File: src/rtl/inpkt_parser_v3.sv
// inpkt_parser_v3: receive-side packet parser. Consumes 16-bit words of the
// host byte stream, validates the 10-byte header and both checksums, and
// streams data words with packet attributes to the packet handler.
`ifndef PKT_COMM_VERSION
`define PKT_COMM_VERSION 8'h02
`endif

module inpkt_parser_v3 #(
  parameter logic [7:0] VERSION      = `PKT_COMM_VERSION,
  parameter int         PKT_MAX_TYPE = 7,
  parameter int         DATA_MAX_LEN = 16384
) (
  input  logic        CLK,
  input  logic        rst,
  input  logic [15:0] din,
  input  logic        wr_en,
  output logic        full,
  output logic [15:0] dout,
  output logic        dout_valid,
  input  logic        dout_rd_en,
  output logic [7:0]  pkt_type,
  output logic [15:0] pkt_id,
  output logic        pkt_new,
  output logic        pkt_end,
  output logic        pkt_done,
  output logic        err,
  output logic [2:0]  err_code
);

  // data word counter covers 0 .. DATA_MAX_LEN/2-1
  localparam int CW = (DATA_MAX_LEN > 2) ? $clog2(DATA_MAX_LEN / 2) : 1;

  localparam logic [2:0] E_VER  = 3'd1;
  localparam logic [2:0] E_TYPE = 3'd2;
  localparam logic [2:0] E_LEN  = 3'd3;
  localparam logic [2:0] E_HCK  = 3'd4;
  localparam logic [2:0] E_DCK  = 3'd5;

  typedef enum logic [2:0] {HDR, HCK0, HCK1, DATA, DCK0, DCK1, ERROR} state_t;

  state_t         state;
  logic [2:0]     hcnt;
  logic [CW-1:0]  dcnt;
  logic [31:0]    sum;
  logic [15:0]    ck_lo;
  logic [15:0]    len_lo;
  logic [7:0]     type_hold;

  logic           accept;
  logic           pos_odd;
  logic [31:0]    sum_add;
  logic           last_word;
  logic           ver_bad;
  logic           type_bad;
  logic           len_bad;
  logic           ck_ok;

  // Only data words can stall: a pending dout the consumer is not taking
  // blocks the next data word. ERROR blocks everything until reset.
  assign full = (state == ERROR) ||
                ((state == DATA) && dout_valid && !dout_rd_en);

  assign accept    = wr_en && !full;
  assign pos_odd   = (state == HDR) ? hcnt[0] : dcnt[0];
  assign sum_add   = pos_odd ? {din, 16'h0} : {16'h0, din};
  assign last_word = (16'(dcnt) == ({1'b0, len_lo[15:1]} - 16'd1));
  assign ver_bad   = (din[7:0] != VERSION);
  assign type_bad  = (din[15:8] == 8'd0) ||
                     ({24'h0, din[15:8]} > 32'(PKT_MAX_TYPE));
  // evaluated while din carries len[31:16]
  assign len_bad   = (len_lo == 16'd0) || len_lo[0] ||
                     ({16'h0, len_lo} > 32'(DATA_MAX_LEN)) || (din != 16'd0);
  // checksum words arrive low half first; din is the high half here
  assign ck_ok     = ({din, ck_lo} == ~sum);

  // Parser FSM, checksum accumulation and the registered output stage
  always_ff @(posedge CLK or posedge rst) begin
    if (rst) begin
      state      <= HDR;
      hcnt       <= '0;
      dcnt       <= '0;
      sum        <= '0;
      ck_lo      <= '0;
      len_lo     <= '0;
      type_hold  <= '0;
      dout       <= '0;
      dout_valid <= 1'b0;
      pkt_new    <= 1'b0;
      pkt_end    <= 1'b0;
      pkt_done   <= 1'b0;
      err        <= 1'b0;
      err_code   <= '0;
      pkt_type   <= '0;
      pkt_id     <= '0;
    end else begin
      pkt_done <= 1'b0;
      if (dout_valid && dout_rd_en) begin
        dout_valid <= 1'b0;
        pkt_new    <= 1'b0;
        pkt_end    <= 1'b0;
      end
      if (accept) begin
        case (state)
          HDR: begin
            sum <= sum + sum_add;
            if (hcnt == 3'd4) begin
              hcnt  <= '0;
              state <= HCK0;
            end else begin
              hcnt <= hcnt + 3'd1;
            end
            // error checks come last so their state write wins
            case (hcnt)
              3'd0: begin
                type_hold <= din[15:8];
                if (ver_bad) begin
                  state <= ERROR; err <= 1'b1; err_code <= E_VER;
                end else if (type_bad) begin
                  state <= ERROR; err <= 1'b1; err_code <= E_TYPE;
                end
              end
              3'd2: len_lo <= din;
              3'd3: if (len_bad) begin
                state <= ERROR; err <= 1'b1; err_code <= E_LEN;
              end
              3'd4: begin
                pkt_id   <= din;
                pkt_type <= type_hold;
              end
              default: ;
            endcase
          end
          HCK0: begin
            ck_lo <= din;
            state <= HCK1;
          end
          HCK1: begin
            if (ck_ok) begin
              sum   <= '0;
              dcnt  <= '0;
              state <= DATA;
            end else begin
              state <= ERROR; err <= 1'b1; err_code <= E_HCK;
            end
          end
          DATA: begin
            sum        <= sum + sum_add;
            dout       <= din;
            dout_valid <= 1'b1;
            pkt_new    <= (dcnt == '0);
            pkt_end    <= last_word;
            if (last_word) state <= DCK0;
            else           dcnt  <= dcnt + 1'b1;
          end
          DCK0: begin
            ck_lo <= din;
            state <= DCK1;
          end
          DCK1: begin
            if (ck_ok) begin
              pkt_done <= 1'b1;
              sum      <= '0;
              hcnt     <= '0;
              state    <= HDR;
            end else begin
              state <= ERROR; err <= 1'b1; err_code <= E_DCK;
            end
          end
          default: ;
        endcase
      end
    end
  end

endmodule

File: config.mk
export PLATFORM = sky130hd
export DESIGN_NAME = inpkt_parser_v3
export DESIGN_NICKNAME = d
export VERILOG_FILES = /design/src/rtl/inpkt_parser_v3.sv
export SDC_FILE = /design/constraint.sdc
export NUM_CORES = 1
export LEC_CHECK = 0
export ABC_AREA = 1
export BUFFER_PORTS_ARGS = -buffer_cell sky130_fd_sc_hd__buf_4
export CAP_MARGIN = 40
export CORE_MARGIN = 3
export CORE_UTILIZATION = 50
export CTS_CLUSTER_DIAMETER = 60
export DETAILED_ROUTE_END_ITERATION = 12
export GPL_TIMING_DRIVEN = 0
export MAX_ROUTING_LAYER = met4
export PLACE_DENSITY_LB_ADDON = 0.08
export SLEW_MARGIN = 5
export SYNTH_ARGS = -nofsm -noshare
export SYNTH_HDL_FRONTEND = slang
export SYNTH_SLANG_ARGS = --single-unit
File: constraint.sdc
create_clock -name CLK -period 4.9 [get_ports CLK]
set_clock_uncertainty 0.2 [all_clocks]
set_input_delay 0.735 -clock CLK [delete_from_list [all_inputs] [get_ports CLK]]
set_output_delay 0.735 -clock CLK [all_outputs]
set_load 0.02 [all_outputs]
# After elaboration in Yosys (flattened, before gate mapping)
# Cells that the tools add are included.
word_totals:
  register_bits: 139
  output_inout_bits: 49
  in_bits: 20
classes:
  addsub: 4
  n_mux: 44
  n_bitwise: 1
  n_eq_ne: 23
  n_lt_le_gt_ge: 2
  reduce_logical: 37
op_table:
  columns: ["cell", "n"]
  rows:
  - ["$mux 32", 2]
  - ["$pmux 32 s2", 1]
  - ["$mux 3", 14]
  - ["$add 32x32->32", 1]
  - ["$eq 32x32->1", 1]
  - ["$not 32->32", 1]
  - ["$mux 13", 2]
  - ["$pmux 13 s2", 1]
  - ["$pmux 3 s2", 3]
  - ["$pmux 3 s6", 1]
  - ["$reduce_and 3->1", 6]
  - ["$mux 1", 17]
  - ["$eq 13x16->1", 1]
  - ["$gt 16x15->1 const B", 1]
  - ["$logic_not 16->1", 1]
  - ["$reduce_bool 16->1", 1]
  - ["$sub 15x1->16 const B", 1]
  - ["$ne 2x2->1 const B", 7]
  - ["$add 13x1->13 const B", 1]
  - ["$logic_not 13->1", 1]
  - ["$eq 3x2->1 const B", 4]
  - ["$eq 3x3->1 const B", 4]
  - ["$pmux 3 s3", 1]
  - ["$gt 8x3->1 const B", 1]
  - ["other kinds (21)", 37]

# Logic depth before layout (Yosys ltp)
depth:
  ltp_word: 7
  mapped_depth: 22

# Worst setup path before layout
# Ideal clock, no wire load.
synth_path:
  path_kind: "reg-to-reg"
  startpoint: "reg state[2]"
  endpoint: "reg sum[22]"
  setup_ps: 117
  arrival_time_ps: 3179
  slack_ps: 1404
  synth_period_minus_slack_ps: 3496
  required_time_ps: 4583
  path_buffers: 2
  path_stages_with_launch: 18
  path_cell_list: "dfrtp_1 > buf_2 > inv_1 > nand2_1 > o21ai_1 > inv_2 > buf_1 > nor2_1 > ha_1 > inv_1 > fa_1 > o21ai_1 > a21oi_1 > or3b_2 > nand3_1 > nand2_1 > nand3_1 > nand2_1"
synth_via:
  elab_chain_cells: 7
  elab_cells_between_ends: 19
  classes_between: "add/sub: 1; eq/ne: 5; mux: 3; reduce/logical: 10"
synth_lines:
  columns: ["item", "line", "text"]
  rows:
  - ["from (decl)", "41", "state_t state;"]
  - ["from (signal assigned)", "79", "state <= HDR;"]
  - ["from (signal assigned)", "108", "state <= HCK0;"]
  - ["from (signal assigned)", "117", "state <= ERROR; err <= 1'b1; err_code <= E_VER;"]
  - ["parallel branches: the longest is 7 deep, another holds $add 32x32->32", null, null]
  - ["to (signal assigned)", "105", "sum <= sum + sum_add;"]
  - ["to (signal assigned)", "147", "sum <= sum + sum_add;"]
  - ["to (decl)", "44", "logic [31:0] sum;"]
# Several ways; the timed one is not identified.
# A chain may end at the register's enable or synchronous reset.

# Final worst setup path
layout_path:
  startpoint: "reg state[2]"
  endpoint: "reg sum[26]"
# The elaborated chain is that of the path after synthesis.

==> impl_results.md <==
- Buf/Inv on CP: 5
- # diodes: 0
- First-pass GRT wire length: 44.97 mm
- Setup TNS: 0 ns
- Synth warnings: 0
- Syn-to-layout area delta: 15.28%
- GRT Residual Overflow: 0
- Hold-fix buffers, CTS: 0
- Critical path, cell by cell: buf_2 -> inv_1 -> nand2_1 -> o21ai_2 -> inv_2 -> buf_1 -> nor2_1 -> ha_1 -> inv_1 -> fa_1 -> o21ai_1 -> a21oi_1 -> o21ai_1 -> nand2_1 -> nand2_1 -> nand2_1 -> nand2_1 -> nand2_1 -> nand3_1 -> nand2_1
- Lkg Pwr: 5.176 nW
- P per Cell Area: 675.5 mW/mm^2
- Area post-placement: 0.009978 sq mm
- WHS: ~0.13 ns
- Full die area: 0.01997 sq mm
- Clk_lat worst skew: 0.44 ns
- DR WL/cell: about 18 microns
- Row cnt: 48
- Synth unique cells: 48
- TritonRoute pass-1 iters: 5
- Critical setup path kind: flop to flop
- DR vias: approximately 8.8k
- Cell area after layout: 0.01055 sq mm
- #FFs+latches synth: roughly 140
- Asr flop ratio synth: 100.0%
- GRT Overall Usage: 29.79%
- Vias in the first global route: between 8k and 9k
- Peak supply drop: 416.9 uV
- Die Ht: roughly 140 microns
- Final min period: approximately 4.4 ns
- Routability Congestion: 0.9897
- Final WL: between 20 and 30 mm
- Die W: 141.3 microns
- Synthesized area: 0.009154 sq mm
- Post-synthesis compound-gate area fraction: roughly an eighth
- RSZ-0062 raised after global routing: false
- Placed Cells: 1569
- Port bufs: 68
- Worst EP arrival: 4.51 ns
- TritonCTS clock tree: done
- Switching Fraction: 48.18%
- Post-synthesis mux area share: less than 1%
- Crit path max-delay family: compound AO/OA/AOI/OAI gates
- Slowest cell on the critical path: fa_1
- Max-cap viol count: 0
- ANT nets after route: 0
- Drc violations: 0
- List of most frequent post-synthesis cells: 343 x nand2_1, 183 x nor2_1, 139 x dfrtp_1
- Ports: 69
- Max FO, Critical Path: 10
- Rel. slew slack: 61.20%
- Crit path top cell by count: nand2_1
- Largest net degree at the start of global routing: between 80 and 90
- Post-Synth Simple-Gate Area: 31.62%
- Sequential element share of the synthesized area: 38.00%
- NetSw: 3.435 mW
- Outcome: finished clean
- EDFF count, synth: 0
- Core Area: 0.01760 sq mm
- Clock net sink count: between 100 and 150
- Adder-Cell Fraction of Synth Area: around 5.5%
- Power Total: 7.128 mW
- Starting Density: a little over half
- Setup ws final: 0.5241 ns
- Fraction of power consumed by the clock network: 17.9%
- Fraction of layout cells with a size suffix above 1: 11.85%
- Internal power: 3.693 mW
- Syn_nets: ~1.3k
- Main combinational cell family by area after synthesis: simple AND/OR/NAND/NOR gates
- Slew @ Worst Pin: 0.5813 ns
- Hold crit path type: input pin to asynchronous set/reset pin
- Most common cell in the netlist: nand2_1
- Final period util: between 80% and 90%
- Post-Place Worst Slack: 0.3207 ns
- DR vias/cell: between 5 and 6
- Fin. Hold Viols: 0
- Post-synthesis xor/xnor area fraction: 5.891%
- Combinational power share: ~53%
- Critical path startpoint category: flop
- Worst path required time: just over 5 ns
- Area contributors post-synth: dfrtp_1 38%, nand2_1 14%, nor2_1 7.5%
- DP HPWL: 21.39 mm
- Max frequency: 228.5 MHz
- Final setup violation count: 0
- DRT iter0 DRCs: 760
- Yosys top cell area share: 38.00%
- CTS H-tree lvls: 4
- Slew Limit Fails: 0
- Mapped Avg Cell Area: around 7.2 sq um
- Flop pwr share: around 29%
- Predominant post-synthesis flop cell: dfrtp_1
- Count of non-filler cells in the finished layout: 1601
- Clk root buf: clkbuf_16
- Max incr delay on CP: 0.41 ns
- Final Core Density: 59.97%
- Post-synthesis cell count: 1275
- Critical path capture point type: flop
- Initial antenna violation count: 0
- Nets: 1423
- Worst-path clk slew: 0.07 ns
- Cts bufs inserted: 17
- Clock Path Buffers: 2
- Area leader, netlist: dfrtp_1
## layer usage
| metal | vias up | global-route usage [%] | part of all wire [%] |
|---|---|---|---|
| met5 | - | - | 0 |
| met4 | 0 | 7.445 | 2.0 |
| met3 | 39 | 5.460 | 7.6 |
| met2 | 308 | 46.65 | 46 |
| met1 | 4153 | 40.36 | 44 |
| li1 | 4325 | - | - |
## worst paths after layout
kind,start,to,slack [ns],depth (start not counted)
setup / recovery,state[2],sum[26],0.52,20
hold / removal,rst,pkt_type[2],0.13,2
setup reg to reg,state[2],sum[26],0.52,20
hold reg to reg,err,err,0.27,2
max in group asynchronous,rst,len_lo[1],3.53,3
min in group CLK,err,err,0.27,2
## logic make-up after synthesis
| family | Yosys count |
|---|---|
| adder cells (fa/ha/maj) | 40 |
| buffers and inverters | 154 |
| AND/OR/NAND/NOR | 683 |
| AO/OA/AOI/OAI | 198 |
| flip-flops | 139 |
| XOR/XNOR | 60 |
| multiplexers | 1 |
## flip-flops by register name (all words and copies together) (netlist names), 3 cells and up
name / count
state: 3
dout: 16
dcnt: 13
err_code: 3
ck_lo: 16
pkt_id: 16
type_hold: 8
sum: 32
pkt_type: 8
hcnt: 3
len_lo: 16
## layout make-up
cell class,count,area (sq um)
Clock buffer,17,425.4
Buffer,30,170.2
Fill cell,1712,7044
Tap cell,225,281.5
Clock inverter,15,145.1
Inverter,124,470.5
Sequential cell,139,3478
Timing Repair Buffer,69,538.0
Multi-Input combinational cell,982,5044
## power by group through the flow
| stage | clock network [mW] | registers (mW) | logic (mW) |
|---|---|---|---|
| 3_3_place_gp | 0 | 2.06 | 3.69 |
| 4_1_cts | 1.29 | 2.05 | 3.77 |
| 3_5_place_dp | 0 | 2.07 | 3.75 |
| 5_1_grt | 1.34 | 2.12 | 4.28 |
| 6_report | 1.27 | 2.07 | 3.79 |
| 2_1_floorplan | 0 | 2.16 | 2.52 |
## placed cells by master, fill, tap and decap left out, drive strengths merged, types with 2 or more instances in the layout
cell type / synthesis / layout
nand2: 345 / 345
nor2: 187 / 187
dfrtp: 139 / 139
inv: 124 / 135
o21ai: 103 / 103
buf: 19 / 88
a21oi: 75 / 75
nand3: 70 / 70
xor2: 42 / 42
ha: 39 / 39
nand4: 31 / 31
clkbuf: 11 / 28
nor3: 21 / 21
xnor2: 17 / 17
or2: 11 / 11
nand3b: 5 / 5
nor4: 5 / 5
a21o: 4 / 4
o21a: 3 / 3
and2: 3 / 3
clkinv: 0 / 3
nor3b: 2 / 2
o211ai: 2 / 2
o21bai: 2 / 2
a21boi: 2 / 2
or3b: 2 / 2
## worst register-to-register path: cells and delay by family, from the launching register on
family                     cells  cell delay (ns)
DFF                            1             0.38
buffers and inverters          5             0.83
and+or+nand+nor                9             0.89
AOI/OAI and AO/OA              4             1.40
adders and majority gates      2             0.59
## repair_timing
item	4_1_cts	5_1_grt
resized for setup	0	1
setup buffers	0	0
endpoints found under the setup margin	0	1
(Power assumes the default switching activity.)
